**config.mk**
```make
export PLATFORM = sky130hd
export DESIGN_NAME = airlock_cycle_ctrl
export DESIGN_NICKNAME = d
export VERILOG_FILES = /design/src/rtl/airlock_pkg.sv /design/src/rtl/airlock_timer.sv /design/src/rtl/airlock_cycle_ctrl.sv
export SDC_FILE = /design/constraint.sdc
export NUM_CORES = 1
export LEC_CHECK = 0
export CORE_UTILIZATION = 42
export DETAILED_ROUTE_END_ITERATION = 10
export DONT_BUFFER_PORTS = 1
export MAX_ROUTING_LAYER = met4
export SLEW_MARGIN = 10
export SYNTH_ARGS = -nofsm -noshare
export SYNTH_HDL_FRONTEND = slang
export SYNTH_SLANG_ARGS = --single-unit
```
**constraint.sdc**
```tcl
create_clock -name clock -period 1.7 [get_ports clock]
set_clock_uncertainty 0.05 [all_clocks]
set_input_delay 0.34 -clock clock [delete_from_list [all_inputs] [get_ports clock]]
set_output_delay 0.34 -clock clock [all_outputs]
set_load 0.05 [all_outputs]
```
**src/rtl/airlock_pkg.sv**
```systemverilog
// airlock_pkg
// Shared types and constants for the airlock cycle controller:
//   state_t   - sequencer states
//   outs_t    - bundle of Moore outputs (busy, pumps, display)
//   SEG_*     - active-low 7-segment codes, bit order gfedcba
//   decode()  - maps a state and direction to the output bundle
package airlock_pkg;

    typedef enum logic [2:0] {
        IDLE     = 3'd0,
        EVAC     = 3'd1,
        VAC_OPEN = 3'd2,
        VAC_IN   = 3'd3,
        VAC_HOLD = 3'd4,
        PRESS    = 3'd5,
        FAULT    = 3'd6
    } state_t;

    localparam logic [6:0] SEG_BLANK = 7'b1111111;
    localparam logic [6:0] SEG_L     = 7'b1000111;
    localparam logic [6:0] SEG_A     = 7'b0001000;
    localparam logic [6:0] SEG_E     = 7'b0000110;
    localparam logic [6:0] SEG_P     = 7'b0001100;
    localparam logic [6:0] SEG_F     = 7'b0001110;

    typedef struct packed {
        logic       busy;
        logic       pump_out;
        logic       pump_in;
        logic [6:0] display;
    } outs_t;

    function automatic outs_t decode(input state_t s, input logic d);
        outs_t o;
        o = '{busy: 1'b1, pump_out: 1'b0, pump_in: 1'b0, display: SEG_BLANK};
        case (s)
            IDLE:     o.busy = 1'b0;
            EVAC:     begin o.pump_out = 1'b1; o.display = SEG_E; end
            VAC_OPEN,
            VAC_IN:   o.display = d ? SEG_L : SEG_A;
            VAC_HOLD: o.display = SEG_BLANK;
            PRESS:    begin o.pump_in = 1'b1; o.display = SEG_P; end
            FAULT:    o.display = SEG_F;
            default:  o.busy = 1'b0;
        endcase
        return o;
    endfunction

endpackage

```
**src/rtl/airlock_timer.sv**
```systemverilog
// airlock_timer
// Phase timer shared by the evacuation and pressurisation phases.
//   clock  - system clock
//   rst    - synchronous active-low reset
//   clear  - holds prescaler and tick counter at zero
//   target - phase length in ticks
//   done   - high on the last clock cycle of the phase
module airlock_timer #(
    parameter int CNT_W    = 8,
    parameter int TICK_DIV = 1
) (
    input  logic             clock,
    input  logic             rst,
    input  logic             clear,
    input  logic [CNT_W-1:0] target,
    output logic             done
);

    localparam int PW = (TICK_DIV > 1) ? $clog2(TICK_DIV) : 1;
    localparam logic [PW-1:0] PRE_MAX = PW'(TICK_DIV - 1);

    logic [PW-1:0]    pre;
    logic [CNT_W-1:0] tick;
    logic             wrap;

    assign wrap = (pre == PRE_MAX);
    assign done = wrap && (tick == (target - CNT_W'(1)));

    always_ff @(posedge clock) begin
        if (!rst || clear) begin
            pre  <= '0;
            tick <= '0;
        end else if (wrap) begin
            pre  <= '0;
            tick <= tick + CNT_W'(1);
        end else begin
            pre  <= pre + PW'(1);
        end
    end

endmodule

```
**src/rtl/airlock_cycle_ctrl.sv**
```systemverilog
// airlock_cycle_ctrl
// Bidirectional airlock sequencer: evacuate, let the craft through the
// outer door, then repressurise. One shared phase timer.
//   clock, rst             - system clock, synchronous active-low reset
//   innerPort, outerPort   - door-open sensors
//   leaving, arriving      - craft requests (arriving wins if both)
//   evac, pressurize       - operator commands (level-sensitive)
//   busy, dir              - sequence active, latched direction (1 = leaving)
//   pump_out, pump_in      - pump drives for EVAC and PRESS
//   display                - active-low 7-segment status, gfedcba
// Build option: AIRLOCK_FAULT_DETECT_EN adds a FAULT state, entered when a
// door opens during a pump phase or the inner door opens while vacuum is
// exposed to the outer port; only reset leaves it.
//
// state    | meaning
// IDLE     | chamber pressurised, waiting for a request plus evac
// EVAC     | pumping chamber down for EVAC_TICKS ticks
// VAC_OPEN | vacuum reached, waiting for the outer door to open
// VAC_IN   | outer door open, craft transiting
// VAC_HOLD | outer door closed, waiting for pressurize and request release
// PRESS    | pumping chamber up for PRESS_TICKS ticks
// FAULT    | door breach during a sequence, held until reset
module airlock_cycle_ctrl
    import airlock_pkg::*;
#(
    parameter int CNT_W       = 8,
    parameter int TICK_DIV    = 1,
    parameter int EVAC_TICKS  = 2,
    parameter int PRESS_TICKS = 4
) (
    input  logic       clock,
    input  logic       rst,
    input  logic       innerPort,
    input  logic       outerPort,
    input  logic       leaving,
    input  logic       arriving,
    input  logic       evac,
    input  logic       pressurize,
    output logic       busy,
    output logic       dir,
    output logic       pump_out,
    output logic       pump_in,
    output logic [6:0] display
);

    state_t           state, nxt;
    logic             nxt_dir;
    outs_t            nxt_outs;
    logic             timer_clear;
    logic             timer_done;
    logic [CNT_W-1:0] timer_target;
    logic             doors_shut;

    assign doors_shut   = ~innerPort & ~outerPort;
    // Timer runs only inside a pump phase; EVAC and PRESS are never adjacent,
    // so holding it clear elsewhere gives a fresh count on every entry.
    assign timer_clear  = !(state == EVAC || state == PRESS);
    assign timer_target = (state == PRESS) ? CNT_W'(PRESS_TICKS) : CNT_W'(EVAC_TICKS);

    airlock_timer #(
        .CNT_W    (CNT_W),
        .TICK_DIV (TICK_DIV)
    ) u_timer (
        .clock  (clock),
        .rst    (rst),
        .clear  (timer_clear),
        .target (timer_target),
        .done   (timer_done)
    );

    always_comb begin
        nxt     = state;
        nxt_dir = dir;
        case (state)
            IDLE: begin
                if ((leaving | arriving) & evac & doors_shut) begin
                    nxt     = EVAC;
                    nxt_dir = leaving & ~arriving;
                end
            end
            EVAC: begin
`ifdef AIRLOCK_FAULT_DETECT_EN
                if (!doors_shut)     nxt = FAULT;
                else
`endif
                if (timer_done)      nxt = VAC_OPEN;
            end
            VAC_OPEN: begin
`ifdef AIRLOCK_FAULT_DETECT_EN
                if (innerPort)       nxt = FAULT;
                else
`endif
                if (outerPort & ~innerPort) nxt = VAC_IN;
            end
            VAC_IN: begin
`ifdef AIRLOCK_FAULT_DETECT_EN
                if (innerPort)       nxt = FAULT;
                else
`endif
                if (~outerPort)      nxt = VAC_HOLD;
            end
            VAC_HOLD: begin
                if (pressurize & doors_shut & ~(dir ? leaving : arriving))
                    nxt = PRESS;
            end
            PRESS: begin
`ifdef AIRLOCK_FAULT_DETECT_EN
                if (!doors_shut)     nxt = FAULT;
                else
`endif
                if (timer_done)      nxt = IDLE;
            end
`ifdef AIRLOCK_FAULT_DETECT_EN
            FAULT:   nxt = FAULT;
`endif
            default: nxt = IDLE;
        endcase
    end

    // Outputs are registered from the next state so they track the state
    // register exactly, with no combinational path from inputs.
    assign nxt_outs = decode(nxt, nxt_dir);

    always_ff @(posedge clock) begin
        if (!rst) begin
            state    <= IDLE;
            dir      <= 1'b0;
            busy     <= 1'b0;
            pump_out <= 1'b0;
            pump_in  <= 1'b0;
            display  <= SEG_BLANK;
        end else begin
            state    <= nxt;
            dir      <= nxt_dir;
            busy     <= nxt_outs.busy;
            pump_out <= nxt_outs.pump_out;
            pump_in  <= nxt_outs.pump_in;
            display  <= nxt_outs.display;
        end
    end

endmodule

```
==> impl_metrics.env, run 1 <==
export IMPL_power_w=0.000836
export IMPL_grt_usage_pct=17.6
export IMPL_synthFlopType="dfxtp_1"
export IMPL_syn_to_final_growth_pct=26.7
export IMPL_ys_async_sr_fraction_pct=0
export IMPL_setup_ws_ns=-0.0131
export IMPL_yosys_warnings=0
export IMPL_detail_route_vias_per_cell=5.37
export IMPL_die_w_um=50.0
export IMPL_clkSinkCount=21
export IMPL_p_int_w=0.000621
export IMPL_first_iter_violations=11
export IMPL_final_fill_count=218
export IMPL_io_buffers=0
export IMPL_hp_class="input pin to flip-flop"
export IMPL_maxCapViolations=0
export IMPL_cts_buffer_depth=2
export IMPL_path_class="flip-flop to flip-flop"
export IMPL_die_area_mm2=0.00250
export IMPL_power_frac_seq_pct=62.2
export IMPL_drive_gt1_share_pct=34.1
export IMPL_status="complete, but fails checks"
export IMPL_hold_worst_slack_ns=0.0542
export IMPL_rows=17
export IMPL_peakVddDrop_uv=501
export IMPL_clkPwrFrac_pct=28.5
export IMPL_postRouteAntennaNets=0
export IMPL_final_hold_viol_count=0
export IMPL_vias=811
export IMPL_cts_made_buffers=3
export IMPL_setup_viol=2
export IMPL_start_kind="flip-flop"
export IMPL_boundaryPins=19
export IMPL_final_nets=133
export IMPL_dpl_hpwl_um=1420
export IMPL_seq_area_frac_synth_pct=43.4
export IMPL_mostFrequentLayoutCells="buf_4 (23), dfxtp_1 (16), nor2_1 (13)"
export IMPL_cp_end_kind="flip-flop"
export IMPL_syn_inst=100
export IMPL_combPwrFrac_pct=9.3
export IMPL_cts_root_buffer="clkbuf_4"
export IMPL_grt_pass1_wl_um=3220
export IMPL_rsz0062_at_grt="true"
export IMPL_dpl_cell_area_mm2=0.00112
export IMPL_clk_pin_slew_ns=0.12
export IMPL_violations="negative setup slack"
export IMPL_synth_edf_count=0
export IMPL_final_min_clock_period_ns=1.71
export IMPL_fin_area_mm2=0.00123
export IMPL_worst_path_max_fanout=5
export IMPL_critPathSlowestCell="or4b_1"
export IMPL_switching_share_pct=25.7
export IMPL_antenna_found_initial=0
export IMPL_coreArea_mm2=0.00219
export IMPL_drc_errors=0
export IMPL_cts_htree_levels=1
export IMPL_avgSynthCellArea_um2=9.68
export IMPL_grt_overflow=0
export IMPL_synth_cell_area_um2=968
export IMPL_routabilityCongestion=0.832
export IMPL_synth_seq_cells=21
export IMPL_final_common_cell="buf_4"
export IMPL_diodes=0
export IMPL_clk_insertion_delay_late_ns=0.30
export IMPL_drt_wl_total_um=2010
export IMPL_cp_required_ns=1.85
export IMPL_first_global_vias=770
export IMPL_crit_arrival_ns=1.86
export IMPL_drt_pass1_iterations=4
export IMPL_p_per_area_mw_per_mm2=681
export IMPL_fin_crit_sh_pct=101
export IMPL_post_drt_wl_per_cell_um=13.3
export IMPL_max_stage_delay_ns=0.46
export IMPL_slew_viol_final=0
export IMPL_static_leakage_power_nw=0.484
export IMPL_p_switching_w=0.000215
export IMPL_grt_max_degree=13
export IMPL_tns_ns=-0.0184
export IMPL_max_freq_mhz=584
export IMPL_start_util_pct=44.2
export IMPL_dp_cells=143
export IMPL_synthDistinctLibCells=43
export IMPL_cts_tree="done"
export IMPL_stdcell_count=151
export IMPL_dieHeight_um=50.0
export IMPL_crit_chain="nor4_4 > nand3_1 > a31o_1 > or4b_1"
export IMPL_syn_nets=109
## per-stage QoR
step | util (%) | worst slack [ns]
3_3_place_gp | 51.3 | -0.0900
3_5_place_dp | 51.3 | -0.0958
4_1_cts | 54.0 | -0.0299
2_1_floorplan | - | 0.0194
6_report | 56.0 | -0.0131
5_1_grt | 56.0 | -0.0899
## synth_stat cells (2+ instances only)
cell,number,area [um^2]
a21oi_1,3,15.0
dfxtp_1,21,420
xnor2_1,3,26.3
nor2b_1,2,12.5
nand2_1,2,7.51
buf_4,2,15.0
nor2_1,14,52.6
xor2_1,5,43.8
o21ai_0,4,20.0
nand3_1,6,30.0
and2_1,2,12.5
and4_1,2,17.5
inv_1,3,11.3
mux2i_1,2,20.0
## layer usage
metal | vias to the layer above | part of all wire (%) | GRT usage (%)
li1 | 409 | - | -
met1 | 389 | 44 | 19.8
met2 | 11 | 52 | 29.1
met3 | 2 | 3.3 | 4.01
met4 | 0 | 0.90 | 8.57
met5 | - | 0 | -
## sequential cells by signal, summed over array words and instances, names as in the netlist
name / flops
pump_in: 1
pump_out: 1
u_timer.tick: 8
state: 3
display: 5
dir: 1
u_timer.pre: 1
busy: 1
## critical path, delay by kind of cell, from the launching register on
family	cells	cell delay (ns)
AND/OR/NAND/NOR	3	0.97
flip-flops	1	0.35
AO/OA/AOI/OAI	1	0.23
## power by group through the flow
stage	Combinational (W)	Clock (W)	Sequential, W
after CTS	0.0000732	0.000249	0.000520
after global routing	0.0000830	0.000269	0.000521
final	0.0000777	0.000238	0.000520
after global placement	0.0000696	0	0.000531
after floorplan	0.0000382	0	0.000544
after detailed placement	0.0000702	0	0.000531
## timing repair
| action | 4_1_cts | 5_1_grt |
|---|---|---|
| setup buffers | 2 | 2 |
| resized for setup | 7 | 6 |
| pin swaps | 2 | 2 |
| setup endpoints to repair | 4 | 5 |
| hold buffers | 0 | 0 |
## worst paths after layout
path / end / slack, ns / from / depth (start not counted)
max: display[3]$_SDFF_PN1_ / -0.01 / u_timer.tick[6]$_SDFFE_PP0N_ / 4
min: display[0]$_SDFF_PN1_ / 0.05 / rst / 1
max reg2reg: display[3]$_SDFF_PN1_ / -0.01 / u_timer.tick[6]$_SDFFE_PP0N_ / 4
min reg2reg: u_timer.tick[0]$_SDFFE_PP0N_ / 0.58 / u_timer.tick[0]$_SDFFE_PP0N_ / 3
## cell type report
type,count,area (um^2),area share (%)
clock inverter,1,5.00,0.408
timing repair buffer,23,173,14.1
tap,28,35.0,2.85
inverter,3,11.3,0.917
multi-input combinational,72,554,45.2
sequential,21,427,34.8
clock buffer,3,22.5,1.83
## cells by family after synthesis
logic type      after synthesis  synth area share (%)
compound gates               18                  14.1
xor+xnor                      8                  7.24
fa+ha+maj                     1                  1.29
buf+inv                       7                  3.62
flops                        21                  43.4
mux                           2                  2.07
other cells                   1                 0.387
simple gates                 42                  27.9
Power figures use the tool's default switching activity.
==> run 2, diff against run 1 <==
--- a/config.mk
+++ b/config.mk
@@ -5,10 +5,12 @@
 export SDC_FILE = /design/constraint.sdc
 export NUM_CORES = 1
 export LEC_CHECK = 0
+export ABC_AREA = 1
 export CORE_UTILIZATION = 42
 export DETAILED_ROUTE_END_ITERATION = 10
 export DONT_BUFFER_PORTS = 1
 export MAX_ROUTING_LAYER = met4
+export RECOVER_POWER = 25
 export SLEW_MARGIN = 10
 export SYNTH_ARGS = -nofsm -noshare
 export SYNTH_HDL_FRONTEND = slang
==> run 2 against run 1 <==
  * The run now ends clean
  * Routed wire length is 17% lower
  * Fmax is 17% higher
  * Core utilization is 8.5 points lower
  * Clock power is 3% lower
  * Largest cell class unchanged
  * Highest routed layer unchanged
==> impl_metrics.env, run 2 <==
export IMPL_worst_path_max_fanout=2
export IMPL_cts_htree_levels=1
export IMPL_antenna_found_initial=0
export IMPL_cts_resized=0
export IMPL_cts_tree="done"
export IMPL_syn_nets=145
export IMPL_grt_pass1_wl_um=2990
export IMPL_mostFrequentLayoutCells="nor2_1 (22), dfxtp_1 (21), inv_1 (20)"
export IMPL_ys_async_sr_fraction_pct=0
export IMPL_coreArea_mm2=0.00223
export IMPL_status="complete, no violations"
export IMPL_rows=17
export IMPL_max_stage_delay_ns=0.44
export IMPL_tightest_slew_ns=0.538
export IMPL_start_kind="flip-flop"
export IMPL_syn_inst=136
export IMPL_yosys_warnings=0
export IMPL_cts_buffer_depth=2
export IMPL_dieHeight_um=50.9
export IMPL_static_leakage_power_nw=0.452
export IMPL_die_area_mm2=0.00259
export IMPL_cts_hold_buf=0
export IMPL_final_min_clock_period_ns=1.46
export IMPL_critPathBufInv=1
export IMPL_synth_top_area_share_pct=41.8
export IMPL_cts_root_buffer="clkbuf_4"
export IMPL_hold_end="display[3]$_SDFF_PN1_"
export IMPL_setup_viol=0
export IMPL_synth_seq_cells=21
export IMPL_io_buffers=0
export IMPL_boundaryPins=19
export IMPL_cp_end_kind="output pin"
export IMPL_reg2reg_slack_ns=0.26
export IMPL_hp_class="input pin to flip-flop"
export IMPL_p_switching_w=0.000197
export IMPL_p_per_area_mw_per_mm2=750
export IMPL_cp_required_ns=1.31
export IMPL_clkSinkCount=21
export IMPL_grt_overflow=0
export IMPL_first_global_vias=714
export IMPL_routabilityCongestion=0.827
export IMPL_drc_errors=0
export IMPL_final_nets=151
export IMPL_reg2reg_from="state[0]$_SDFF_PN0_"
export IMPL_crit_arrival_ns=1.07
export IMPL_grt_max_degree=13
export IMPL_dpl_hpwl_um=1340
export IMPL_rsz0062_at_grt="false"
export IMPL_hold_worst_slack_ns=0.0496
export IMPL_synthDistinctLibCells=26
export IMPL_detail_route_vias_per_cell=4.78
export IMPL_final_common_cell="nor2_1"
export IMPL_rr_endpoint="u_timer.tick[5]$_SDFFE_PP0N_"
export IMPL_reg2reg_depth=6
export IMPL_routed_wl_met3_um=40
export IMPL_clkPwrFrac_pct=29.1
export IMPL_slew_headroom_pct=64.3
export IMPL_ys_top_cells_by_count="dfxtp_1 (21), nor2_1 (21), nand2_1 (19), inv_1 (18), nand3_1 (9)"
export IMPL_die_w_um=50.9
export IMPL_min_from="rst"
export IMPL_start_util_pct=45.0
export IMPL_min_path_cells=1
export IMPL_routed_wl_met2_um=679
export IMPL_fin_crit_sh_pct=85.8
export IMPL_synth_edf_count=0
export IMPL_maxCapViolations=0
export IMPL_p_int_w=0.000600
export IMPL_switching_share_pct=24.7
export IMPL_m1WireLength_um=925
export IMPL_cp_top_family="buffers and inverters"
export IMPL_drt_pass1_iterations=4
export IMPL_combPwrFrac_pct=6.4
export IMPL_vias=808
export IMPL_peakVddDrop_uv=360
export IMPL_seq_area_frac_synth_pct=41.8
export IMPL_crit_chain="clkbuf_2"
export IMPL_clk_insertion_delay_late_ns=0.30
export IMPL_critPathSlowestCell="clkbuf_2"
export IMPL_drive_gt1_share_pct=16.3
export IMPL_largest_reg_flops=8
export IMPL_synth_cell_area_mm2=0.00100
export IMPL_post_drt_wl_per_cell_um=9.84
export IMPL_max_freq_mhz=685
export IMPL_largestRegisters="u_timer.tick x8, display x5, state x3"
export IMPL_drt_wl_total_um=1660
export IMPL_syn_to_final_growth_pct=5.73
export IMPL_diodes=0
export IMPL_postRouteAntennaNets=0
export IMPL_largest_register="u_timer.tick"
export IMPL_cts_made_buffers=3
export IMPL_final_hold_viol_count=0
export IMPL_yosys_area_top_type="dfxtp_1"
export IMPL_cts_setup_buffers=0
export IMPL_path_class="flip-flop to output pin"
export IMPL_tns_ns=0
export IMPL_top_layer="met4"
export IMPL_first_iter_violations=15
export IMPL_slew_viol_final=0
export IMPL_grt_usage_pct=15.8
export IMPL_avgSynthCellArea_um2=7.39
export IMPL_clk_pin_slew_ns=0.11
export IMPL_synthFlopType="dfxtp_1"
export IMPL_power_frac_seq_pct=64.5
export IMPL_synth_area_top_cells="dfxtp_1 (42%), nor2_1 (7.8%), nand2_1 (7.1%), inv_1 (6.7%), nand3_2 (5.0%)"
-- run 2: layout make-up --
| class | count | area [um^2] |
|---|---|---|
| Clock buffer | 3 | 22.5 |
| Clock inverter | 1 | 5.00 |
| Fill cell | 230 | 1170 |
| Inverter | 24 | 90.1 |
| Multi-Input combinational cell | 89 | 472 |
| Sequential cell | 21 | 420 |
| Tap cell | 28 | 35.0 |
| Timing Repair Buffer | 3 | 17.5 |
-- run 2: how the worst max path moves through the flow --
stage | startpoint | to | slack, ns | depth (start not counted)
finish | display[5]$_SDFF_PN1_ | display[4] | 0.24 | 1
global route | state[0]$_SDFF_PN0_ | u_timer.tick[5]$_SDFFE_PP0N_ | 0.06 | 6
detailed placement | outerPort | display[3]$_SDFF_PN1_ | 0.30 | 8
global placement | outerPort | display[3]$_SDFF_PN1_ | 0.29 | 8
CTS | state[1]$_SDFF_PN0_ | display[3]$_SDFF_PN1_ | 0.30 | 8
floorplan | dir$_SDFF_PN0_ | busy$_SDFF_PN0_ | 0.28 | 9
-- run 2: cells by family after synthesis --
family	after synthesis	synth area share, %
buffers and inverters	26	10.5
and+or+nand+nor	71	36.9
adders and majority gates	1	1.25
AOI/OAI and AO/OA	14	7.47
other	1	0.373
DFF	21	41.8
xor gates and xnor gates	2	1.74
-- run 2: through the flow --
step | setup slack, ns | cell area [um^2] | util [%] | instances | total power (W)
global placement | 0.292 | 1050 | 46.9 | 165 | 0.000579
detailed placement | 0.298 | 1050 | 46.9 | 165 | 0.000579
CTS | 0.295 | 1070 | 48.1 | 169 | 0.000812
floorplan | 0.278 | 1000 | - | 136 | 0.000571
finish | 0.241 | 1060 | 47.6 | 169 | 0.000797
global route | 0.0615 | 1060 | 47.6 | 169 | 0.000829
-- run 2: power groups by stage --
stage / Clock [W] / Sequential [W] / Combinational [W]
after floorplan: 0 / 0.000531 / 0.0000402
after global placement: 0 / 0.000525 / 0.0000538
after detailed placement: 0 / 0.000525 / 0.0000540
after CTS: 0.000244 / 0.000514 / 0.0000543
after global routing: 0.000258 / 0.000515 / 0.0000560
final: 0.000232 / 0.000514 / 0.0000511
-- run 2: metal layers --
metal / global-route usage, % / vias to the layer above
li1: - / 441
met1: 22.7 / 356
met2: 21.1 / 9
met3: 2.38 / 2
met4: 8.33 / 0
met5: - / -
==> run 3, diff against run 2 <==
--- a/config.mk
+++ b/config.mk
@@ -10,6 +10,7 @@
 export DETAILED_ROUTE_END_ITERATION = 10
 export DONT_BUFFER_PORTS = 1
 export MAX_ROUTING_LAYER = met4
+export PLACE_DENSITY_LB_ADDON = 0.2
 export RECOVER_POWER = 25
 export SLEW_MARGIN = 10
 export SYNTH_ARGS = -nofsm -noshare
==> run 3 against run 2 <==
  * Critical path depth unchanged
  * Sequential power about the same
  * First-iteration DRC count increased by 73%
  * Count of clock-buffer cells in the layout unchanged
  * Design area increased by 0.24%
  * Global-route usage increased by 0.91 points
  * Core utilization increased by 0.11 points
  * Flip-flop and latch count unchanged
  * Sequential share of layout area decreased by 0.093 points
  * Fmax increased by 0.24%
  * Critical path type unchanged
  * Largest cell class unchanged
==> impl_metrics.env, run 3 (same netlist as run 2, synthesis figures left out) <==
export IMPL_status="complete, no violations"
export IMPL_maxCapViolations=0
export IMPL_cp_end_kind="output pin"
export IMPL_setup_ws_ns=0.244
export IMPL_start_util_pct=45.0
export IMPL_grt_usage_pct=16.7
export IMPL_dpl_hpwl_um=1420
export IMPL_cts_tree="done"
export IMPL_drt_pass1_iterations=4
export IMPL_power_frac_seq_pct=64.1
export IMPL_setup_viol=0
export IMPL_rsz0062_at_grt="false"
export IMPL_p_per_area_mw_per_mm2=752
export IMPL_path_class="flip-flop to output pin"
export IMPL_critPathSlowestCell="clkbuf_2"
export IMPL_detail_route_vias_per_cell=4.89
export IMPL_mostFrequentLayoutCells="nor2_1 (21), dfxtp_1 (21), nand2_1 (20)"
export IMPL_crit_arrival_ns=1.07
export IMPL_crit_chain="clkbuf_2"
export IMPL_critPathBufInv=1
export IMPL_grt_max_degree=13
export IMPL_power_w=0.000801
export IMPL_grt_overflow=0
export IMPL_clkSinkCount=21
export IMPL_combPwrFrac_pct=6.6
export IMPL_cts_buffer_depth=2
export IMPL_clkPwrFrac_pct=29.3
export IMPL_largest_register="u_timer.tick"
export IMPL_io_buffers=0
export IMPL_coreArea_mm2=0.00223
export IMPL_largestRegisters="u_timer.tick x8, display x5, state x3"
export IMPL_post_drt_wl_per_cell_um=10.4
export IMPL_dieHeight_um=50.9
export IMPL_cts_hold_buf=0
export IMPL_dp_cells=165
export IMPL_vias=827
export IMPL_cp_top_family="buffers and inverters"
export IMPL_cts_setup_buffers=0
export IMPL_p_switching_w=0.000201
export IMPL_cts_resized=0
export IMPL_cts_root_buffer="clkbuf_4"
export IMPL_final_fill_count=237
export IMPL_start_kind="flip-flop"
export IMPL_clk_insertion_delay_late_ns=0.30
export IMPL_peakVddDrop_uv=575
export IMPL_first_global_vias=835
export IMPL_max_freq_mhz=687
export IMPL_fin_crit_sh_pct=85.6
export IMPL_drc_errors=0
export IMPL_final_hold_viol_count=0
export IMPL_max_stage_delay_ns=0.44
export IMPL_die_area_mm2=0.00259
export IMPL_drive_gt1_share_pct=17.0
export IMPL_stdcell_count=169
export IMPL_cts_made_buffers=3
export IMPL_cp_required_ns=1.31
export IMPL_postRouteAntennaNets=0
export IMPL_first_iter_violations=26
export IMPL_final_min_clock_period_ns=1.46
export IMPL_largest_reg_flops=8
export IMPL_die_w_um=50.9
export IMPL_rows=17
export IMPL_tightest_slew_ns=0.539
export IMPL_switching_share_pct=25.1
export IMPL_routabilityCongestion=0.781
export IMPL_slew_viol_final=0
export IMPL_tns_ns=0
export IMPL_slew_headroom_pct=64.2
export IMPL_worst_path_max_fanout=2
export IMPL_dp_slack_ns=0.311
export IMPL_p_int_w=0.000600
export IMPL_grt_pass1_wl_um=3240
export IMPL_hp_class="input pin to flip-flop"
export IMPL_antenna_found_initial=0
export IMPL_final_nets=151
export IMPL_clk_pin_slew_ns=0.12
export IMPL_diodes=0
export IMPL_drt_wl_total_um=1760
export IMPL_static_leakage_power_nw=0.453
export IMPL_cts_htree_levels=1
export IMPL_boundaryPins=19
export IMPL_syn_to_final_growth_pct=5.98
## run 3: cell types whose count changed in the layout (fill, tap and decap cells not counted)
cell | before | now
inv_2 | 4 | 5
nor2_4 | 1 | 2
nand2_2 | 2 | 1
buf_4 | 1 | 0
clkbuf_2 | 2 | 3
nor2_1 | 22 | 21
nand2_1 | 19 | 20
inv_1 | 20 | 19
## run 3: final cells by class
type | count | area, um^2 | area share, %
clock inverters | 1 | 5.00 | 0.470
clock buffers | 3 | 22.5 | 2.12
well taps | 28 | 35.0 | 3.29
repair buffers | 3 | 15.0 | 1.41
inverters | 24 | 90.1 | 8.46
multi-input cells | 89 | 477 | 44.8
flip-flops and latches | 21 | 420 | 39.5
## run 3: metal layers
metal / vias up / track usage, % / share of wire, %
met3: 2 / 1.79 / 2.8
met2: 14 / 26.8 / 44
li1: 438 / - / -
met5: - / - / 0
met1: 373 / 21.4 / 52
met4: 0 / 6.94 / 0.68
## run 3: metrics by stage
| stage | utilization, % | cell area [um^2] | hold WS, ns |
|---|---|---|---|
| 3_3_place_gp | 46.9 | 1050 | 0.363 |
| 6_report | 47.7 | 1060 | 0.0519 |
| 4_1_cts | 48.1 | 1070 | 0.0451 |
| 2_1_floorplan | - | 1000 | 0.359 |
| 3_5_place_dp | 46.9 | 1050 | 0.367 |
| 5_1_grt | 47.7 | 1060 | 0.0371 |
## run 3: path summary, 6_finish.rpt
kind / endpoint / from / slack, ns / cells past startpoint
setup / recovery: display[6] / display[0]$_SDFF_PN1_ / 0.24 / 1
hold / removal: display[1]$_SDFF_PN1_ / rst / 0.05 / 1
setup reg to reg: display[1]$_SDFF_PN1_ / u_timer.pre$_SDFF_PP0_ / 0.27 / 10
hold reg to reg: u_timer.tick[1]$_SDFFE_PP0N_ / u_timer.pre$_SDFF_PP0_ / 0.43 / 2
## run 3: power groups by stage
stage               registers (W)  logic [W]  clock network [W]
floorplan                0.000531  0.0000402                  0
global placement         0.000525  0.0000538                  0
detailed placement       0.000525  0.0000538                  0
CTS                      0.000514  0.0000541           0.000243
global route             0.000515  0.0000599           0.000259
finish                   0.000514  0.0000527           0.000235
